**src/rtl/fwd_pkg.sv**
```systemverilog
// Shared types and constants for the EX-stage forwarding and hazard tracker.
package fwd_pkg;

    localparam int unsigned REG_ADDR_W_DEF = 5;
    // Tag rd storage width; users may set REG_ADDR_W up to this value.
    localparam int unsigned TAG_RD_W = 8;

    localparam logic [1:0] FWD_NONE  = 2'b00;
    localparam logic [1:0] FWD_EXMEM = 2'b01;
    localparam logic [1:0] FWD_MEMWB = 2'b10;

    typedef struct packed {
        logic                valid;
        logic [TAG_RD_W-1:0] rd;
        logic                wr_en;
        logic                is_load;
    } tag_t;

endpackage

```
**src/rtl/fwd_match.sv**
```systemverilog
// One source operand versus the MEM and WB destination tags; nearest stage wins.
module fwd_match
    import fwd_pkg::*;
(
    input  logic [TAG_RD_W-1:0] rs,
    input  logic                mem_live,
    input  logic [TAG_RD_W-1:0] mem_rd,
    input  logic                wb_live,
    input  logic [TAG_RD_W-1:0] wb_rd,
    output logic [1:0]          sel_c
);

    always_comb begin
        sel_c = FWD_NONE;
        if (mem_live && (mem_rd == rs)) begin
            sel_c = FWD_EXMEM;
        end else if (wb_live && (wb_rd == rs)) begin
            sel_c = FWD_MEMWB;
        end
    end

endmodule

```
**src/rtl/fwd_hazard_unit.sv**
```systemverilog
// EX/MEM/WB tag tracker: operand forwarding selects, load-use stall and mul/div hold.
// Optional WB->ID bypass output enabled by defining FWD_WB_BYPASS_EN.
module fwd_hazard_unit
    import fwd_pkg::*;
#(
    parameter int unsigned REG_ADDR_W = REG_ADDR_W_DEF,
    parameter int unsigned NUM_SRC    = 2,
    parameter int unsigned MULDIV_LAT = 4
) (
    input  logic                          clk,
    input  logic                          rst_n,
    input  logic                          id_valid_i,
    input  logic [NUM_SRC*REG_ADDR_W-1:0] id_rs_i,
    input  logic [REG_ADDR_W-1:0]         id_rd_i,
    input  logic                          id_wr_en_i,
    input  logic                          id_is_load_i,
    input  logic                          id_is_muldiv_i,
    input  logic                          ext_hold_i,
    input  logic                          flush_i,
    output logic [NUM_SRC*2-1:0]          fwd_sel_o,
    output logic                          stall_id_o,
    output logic                          bubble_ex_o,
`ifdef FWD_WB_BYPASS_EN
    output logic [NUM_SRC-1:0]            id_bypass_o,
`endif
    output logic                          busy_o
);

    localparam int unsigned CNT_W = $clog2(MULDIV_LAT);

    tag_t                          ex_q;
    tag_t                          mem_q;
    tag_t                          wb_q;
    tag_t                          cap;
    logic [NUM_SRC*REG_ADDR_W-1:0] ex_rs_q;
    logic [CNT_W-1:0]              cnt_q;

    logic adv;
    logic id_hit;
    logic load_use;
    logic mem_live;
    logic wb_live;

    // WB is_load is carried for entry uniformity but nothing downstream reads it.
    logic unused_wb_load;
    assign unused_wb_load = wb_q.is_load;

    always_comb begin
        id_hit = 1'b0;
        for (int k = 0; k < NUM_SRC; k++) begin
            if (TAG_RD_W'(id_rs_i[k*REG_ADDR_W +: REG_ADDR_W]) == ex_q.rd) begin
                id_hit = 1'b1;
            end
        end

        busy_o   = (cnt_q != '0);
        adv      = !ext_hold_i && !busy_o;
        mem_live = mem_q.valid && mem_q.wr_en && (mem_q.rd != '0);
        wb_live  = wb_q.valid && wb_q.wr_en && (wb_q.rd != '0);
        load_use = ex_q.valid && ex_q.is_load && ex_q.wr_en && (ex_q.rd != '0)
                   && id_valid_i && id_hit;

        // A redirect kills ID this cycle, so it also masks the stall request.
        stall_id_o  = !flush_i && (load_use || busy_o);
        bubble_ex_o = stall_id_o && adv;

        cap         = '0;
        cap.valid   = id_valid_i && !stall_id_o && !flush_i;
        cap.rd      = TAG_RD_W'(id_rd_i);
        cap.wr_en   = id_wr_en_i;
        cap.is_load = id_is_load_i;
    end

    // Tag shift pipeline and mul/div occupancy counter.
    always_ff @(posedge clk or negedge rst_n) begin
        if (!rst_n) begin
            ex_q    <= '0;
            mem_q   <= '0;
            wb_q    <= '0;
            ex_rs_q <= '0;
            cnt_q   <= '0;
        end else begin
            if (adv) begin
                wb_q    <= mem_q;
                mem_q   <= ex_q;
                ex_q    <= cap;
                ex_rs_q <= id_rs_i;
            end
            if (flush_i) begin
                ex_q.valid <= 1'b0;
                cnt_q      <= '0;
            end else if (adv && cap.valid && id_is_muldiv_i) begin
                cnt_q <= CNT_W'(MULDIV_LAT - 1);
            end else if (cnt_q != '0) begin
                cnt_q <= cnt_q - CNT_W'(1);
            end
        end
    end

    for (genvar k = 0; k < NUM_SRC; k++) begin : g_src
        fwd_match u_match (
            .rs       (TAG_RD_W'(ex_rs_q[k*REG_ADDR_W +: REG_ADDR_W])),
            .mem_live (mem_live),
            .mem_rd   (mem_q.rd),
            .wb_live  (wb_live),
            .wb_rd    (wb_q.rd),
            .sel_c    (fwd_sel_o[k*2 +: 2])
        );
    end

`ifdef FWD_WB_BYPASS_EN
    // WB result overrides the register-file read for a same-cycle ID consumer.
    always_comb begin
        id_bypass_o = '0;
        for (int k = 0; k < NUM_SRC; k++) begin
            id_bypass_o[k] = wb_live
                && (TAG_RD_W'(id_rs_i[k*REG_ADDR_W +: REG_ADDR_W]) == wb_q.rd);
        end
    end
`endif

endmodule

```
**config.mk**
```make
export PLATFORM = sky130hd
export DESIGN_NAME = fwd_hazard_unit
export DESIGN_NICKNAME = d
export VERILOG_FILES = /design/src/rtl/fwd_pkg.sv /design/src/rtl/fwd_match.sv /design/src/rtl/fwd_hazard_unit.sv
export SDC_FILE = /design/constraint.sdc
export NUM_CORES = 1
export LEC_CHECK = 0
export ABC_AREA = 1
export ABC_CLOCK_PERIOD_IN_PS = 1700
export CAP_MARGIN = 20
export CORE_ASPECT_RATIO = 1.75
export CORE_UTILIZATION = 24
export DETAILED_ROUTE_END_ITERATION = 12
export SLEW_MARGIN = 10
export SYNTH_ARGS = -nofsm -noshare
export SYNTH_HDL_FRONTEND = slang
export SYNTH_HIERARCHICAL = 1
export SYNTH_SLANG_ARGS = --single-unit
```
**constraint.sdc**
```tcl
create_clock -name clk -period 1.7 [get_ports clk]
set_input_delay 0.34 -clock clk [delete_from_list [all_inputs] [get_ports clk]]
set_output_delay 0.34 -clock clk [all_outputs]
set_load 0.005 [all_outputs]
```
Word level (Yosys, flattened, before mapping)
Cells that the tools add are included.

Bits in registers: 34. Input bits: 23. Word-level logic and storage cells: 61.

Add/subtract/negate cells: 1. Equality and inequality tests: 6. Mux-type cells: 11. Reduce and logical (&&, ||, !) cells: 31.

Operators by type and width (number): $eq A5 B5 Y1 (6); $reduce_bool A8 Y1 (3); $logic_and A1 B1 Y1 (20); $mux W2 (7); $mux W11 (1); $logic_not A1 Y1 (4); $reduce_bool A2 Y1 (2); $mux W1 (3); $reduce_bool A3 Y1 (1); $sub A2 B1 Y2 const B (1); $logic_or A1 B1 Y1 (1).

Depth between registers and ports, before layout
Depth after elaboration: 14. Depth in mapped cells: 11. Depth with buffers taken out: 11.

By module
The synthesis kept the hierarchy.

Modules (own cells, without submodules): fwd_hazard_unit (instances 1, cells each 195, area an instance 1574.0 um^2, sequential area each 850.8 um^2); fwd_match (instances 2, cells each 68, area an instance 296.5 um^2, sequential area each 0.0 um^2).

Worst setup path after synthesis
No wires, ideal clock.

Kind: register to output. From: reg wb_q[5] (netlist name). To: out fwd_sel_o[1]. Arrival: 1.410 ns. Required time: 1.360 ns. Setup slack: -0.050 ns. Stages on the path, launching flop included: 9. Path buffers: 0. Path through: dfrtp_1 -> or3_1 -> o311ai_0 -> inv_1 -> a21boi_0 -> nand2_1 -> nor2_1 -> nand3_1 -> nor2_1.

Longest elaborated chain between the ends: 5. Elaborated cells on any way between the ends: 6.

RTL lines: start: declaration (line fwd_hazard_unit.sv:33) `tag_t wb_q;`; start signal: assignment (line fwd_hazard_unit.sv:84) `wb_q <= mem_q;`; $reduce_bool A8 Y1 (line fwd_hazard_unit.sv:59) `wb_live = wb_q.valid && wb_q.wr_en && (wb_q.rd != '0);`; $logic_and A1 B1 Y1 (line fwd_hazard_unit.sv:59); net wb_live (line fwd_hazard_unit.sv:42) `logic wb_live;`; $logic_and A1 B1 Y1 (line fwd_match.sv:17) `end else if (wb_live && (wb_rd == rs)) begin`; $mux W2 (line fwd_match.sv:17); $mux W2 (line fwd_match.sv:15) `if (mem_live && (mem_rd == rs)) begin`; end: declaration (line fwd_hazard_unit.sv:20) `output logic [NUM_SRC*2-1:0] fwd_sel_o,`.

The timed path passes the listed nets, and every way through them passes these cells.

Worst setup path in the final report
Same ends and word-level chain as after synthesis.

==> flow_summary.ini <==
[logic_synthesis]
synth.most_common_cell = nand2_1
postSynthCellCount = 331
synth.largest_area_cell = dfrtp_1
synth_commonest_cells = nand2_1, inv_1, dfrtp_1, o21ai_0, nor2_1
yosysSeqAreaShare = 0.393
syn-cell-area_um2 = 2170
avgSynthCellArea_um2 = 6.55
ys.flop_type = dfrtp_1
synth.top_cell.area_share = 0.393
synth_cell_types = 26
netlist_top_cells_area = dfrtp_1, nand2_1, inv_1, o21ai_0, nor2_1
ys_warn_count = 6
synthArstFlopShare = 1.00
synth_edf_count = 0
ys_ff_latch = 34

[worst_setup_path]
cpMostUsedCell = nor2_1
crit_chain = or3_4 -> o311ai_4 -> inv_2 -> a21boi_2 -> nand2_1 -> nor2_1 -> nand3_1 -> nor2_1 -> buf_2
r2r_start = cnt_q[0]$_DFFE_PN0P_
worstSetupPathType = register to primary output
r2r_slack_ns = 0.21
cp_max_fo = 2
slowest_stage = or3_4
crit_start = wb_q[5]$_DFFE_PN0P_
cp.arrival_ns = 1.86
endpoint_kind = primary output
worstRegToRegCells = 8
reg2reg_to = cnt_q[1]$_DFFE_PN0P_
worstPathRequired_ns = 1.36
critPathTopFamily = simple AND/OR/NAND/NOR gates
cp-start-kind = register
max_stage_delay_ns = 0.42
cp_num_buf_inv = 2

[final_layout]
syn2layout_area_growth_pct = 48.8
nets = 460
post-route-cell-area_um2 = 3230
drive_above_1_share = 0.220
diodes = 0
final_util = 0.370
multiInputGateArea_um2 = 1270
nFillCells = 912
seqCellArea_um2 = 852

[global_route]
antenna_found_initial = 0
grt_pass1_wl_um = 9450
grt_usage = 0.132
grt_max_degree = 36
grt_pass1_vias = 2256
grt_overflow_total = 0

[floorplan]
fp.dieW_um = 73.8
fp.dieH_um = 128
dieArea_um2 = 9430
ioPinCount = 30
core_area_um2 = 8730
row_count = 45
start_util = 0.248

[clock_network]
cts_hold_buf = 0
cts.sinks = 34
numCtsBuffers = 5
clockBufferDepth = 2
clk_latency_ns = 0.28
cts_root_buffer = clkbuf_16
clkTransAtPathRegs_ns = 0.05
cts_tree = built
htree_levels = 2

[pwr]
p_leak_uw = 0.00167
p_total_uw = 4710
power.density_nw_per_um2 = 1460
vdd.ir_drop.worst_v = 0.000838

[sta]
finalCritPeriodShare = 1.29
fmax_mhz = 455
setup_viol = 6
finClkSkew_ns = 0.00537
drv_slew = 0
hold_violations = 0
setup_tns_ns = -1.86
worst_slack_ns = -0.497
rsz0062_at_grt = yes
min_period_ns = 2.20

[drt]
first_iter_violations = 49
drc = 0
final_antenna_net_count = 0
viasPerCell = 3.90
routed_wl_um = 5340
drt_pass1_iterations = 4
wl_per_cell_um = 9.65
dr_total_vias = 2161

[run]
drv_cap = 0

[min_path]
hold_path_class = input port to register
whs_path_depth = 3
hp-start = id_rs_i[5]
min_to = ex_rs_q[5]$_DFFE_PN0P_

[placed_design]
placed_cell_area_um2 = 2970
place_congestion = 0.820
preCtsSetupSlack_ns = -0.855
portBuffers = 29
hpwl_um = 4240

[outcome]
outcome = finished, violations left
violations = negative setup slack
tightest hold or removal path, cell delays in order:
cell	delay [ns]
dlygate4sd2_1	0.24
nand2_1	0.06
nand2_1	0.05
routing by layer:
layer,GRT usage,vias up,routed length (µm)
met5,0,-,0
met1,0.129,933,2000
met4,0.101,0,310
met2,0.246,43,2910
li1,-,1168,-
met3,0.0126,17,125
flip-flops by register name, summed over array words and instances, names as in the netlist:
name and count:
cnt_q 2, ex_q 8, ex_rs_q 10, mem_q 7
wb_q 7
report_power, final:
| group | switching, µW | total, µW | internal, µW | leakage [µW] |
|---|---|---|---|---|
| clock network | 336 | 917 | 580 | 0.0000739 |
| registers | 322 | 1490 | 1170 | 0.000428 |
| logic | 1250 | 2300 | 1050 | 0.00117 |
| total | 1910 | 4710 | 2800 | 0.00167 |
worst max path at each step:
stage,depth (start not counted),endpoint
finish,9,fwd_sel_o[1]
global route,9,fwd_sel_o[3]
CTS,9,fwd_sel_o[3]
detailed placement,10,bubble_ex_o
global placement,10,bubble_ex_o
floorplan,8,fwd_sel_o[1]
cell type report:
| class | count | share of cell area |
|---|---|---|
| tap | 117 | 0.0454 |
| sequential | 34 | 0.264 |
| clock inverter | 1 | 0.00155 |
| timing repair buffer | 69 | 0.176 |
| clock buffer | 7 | 0.0442 |
| multi-input combinational | 263 | 0.395 |
| inverter | 63 | 0.0741 |
layout by cell type, fill, tap and decap left out, types with 4 or more instances in the layout:
cell type,instances
nand3_2,4
inv_1,50
nand2_1,128
xnor2_1,8
dlygate4sd2_1,8
inv_2,12
conb_1,36
o21ai_0,26
clkdlybuf4s50_1,14
nand3_1,7
buf_4,39
buf_2,4
dfrtp_1,33
nor2_1,19
clkbuf_16,5
nor2_2,11
through the flow:
stage,cells,hold slack (ns)
after floorplan,366,0.0444
after global placement,542,0.465
after detailed placement,542,0.472
after CTS,553,0.442
after global routing,554,0.466
final,554,0.440
what timing repair did:
item / CTS / global route
gates resized for setup: 62 / 9
pin swaps: 28 / 8
hold endpoints to repair: 0 / 0
setup endpoints to repair: 7 / 21
setup buffers: 3 / 1
cell families after synthesis:
logic type / synth area share
adder cells (fa/ha/maj): 0.00577
AND/OR/NAND/NOR: 0.336
XOR/XNOR: 0.0445
AO/OA/AOI/OAI: 0.0935
flip-flops: 0.393
buffers and inverters: 0.126
other: 0.00173
(Power assumes the default switching activity.)
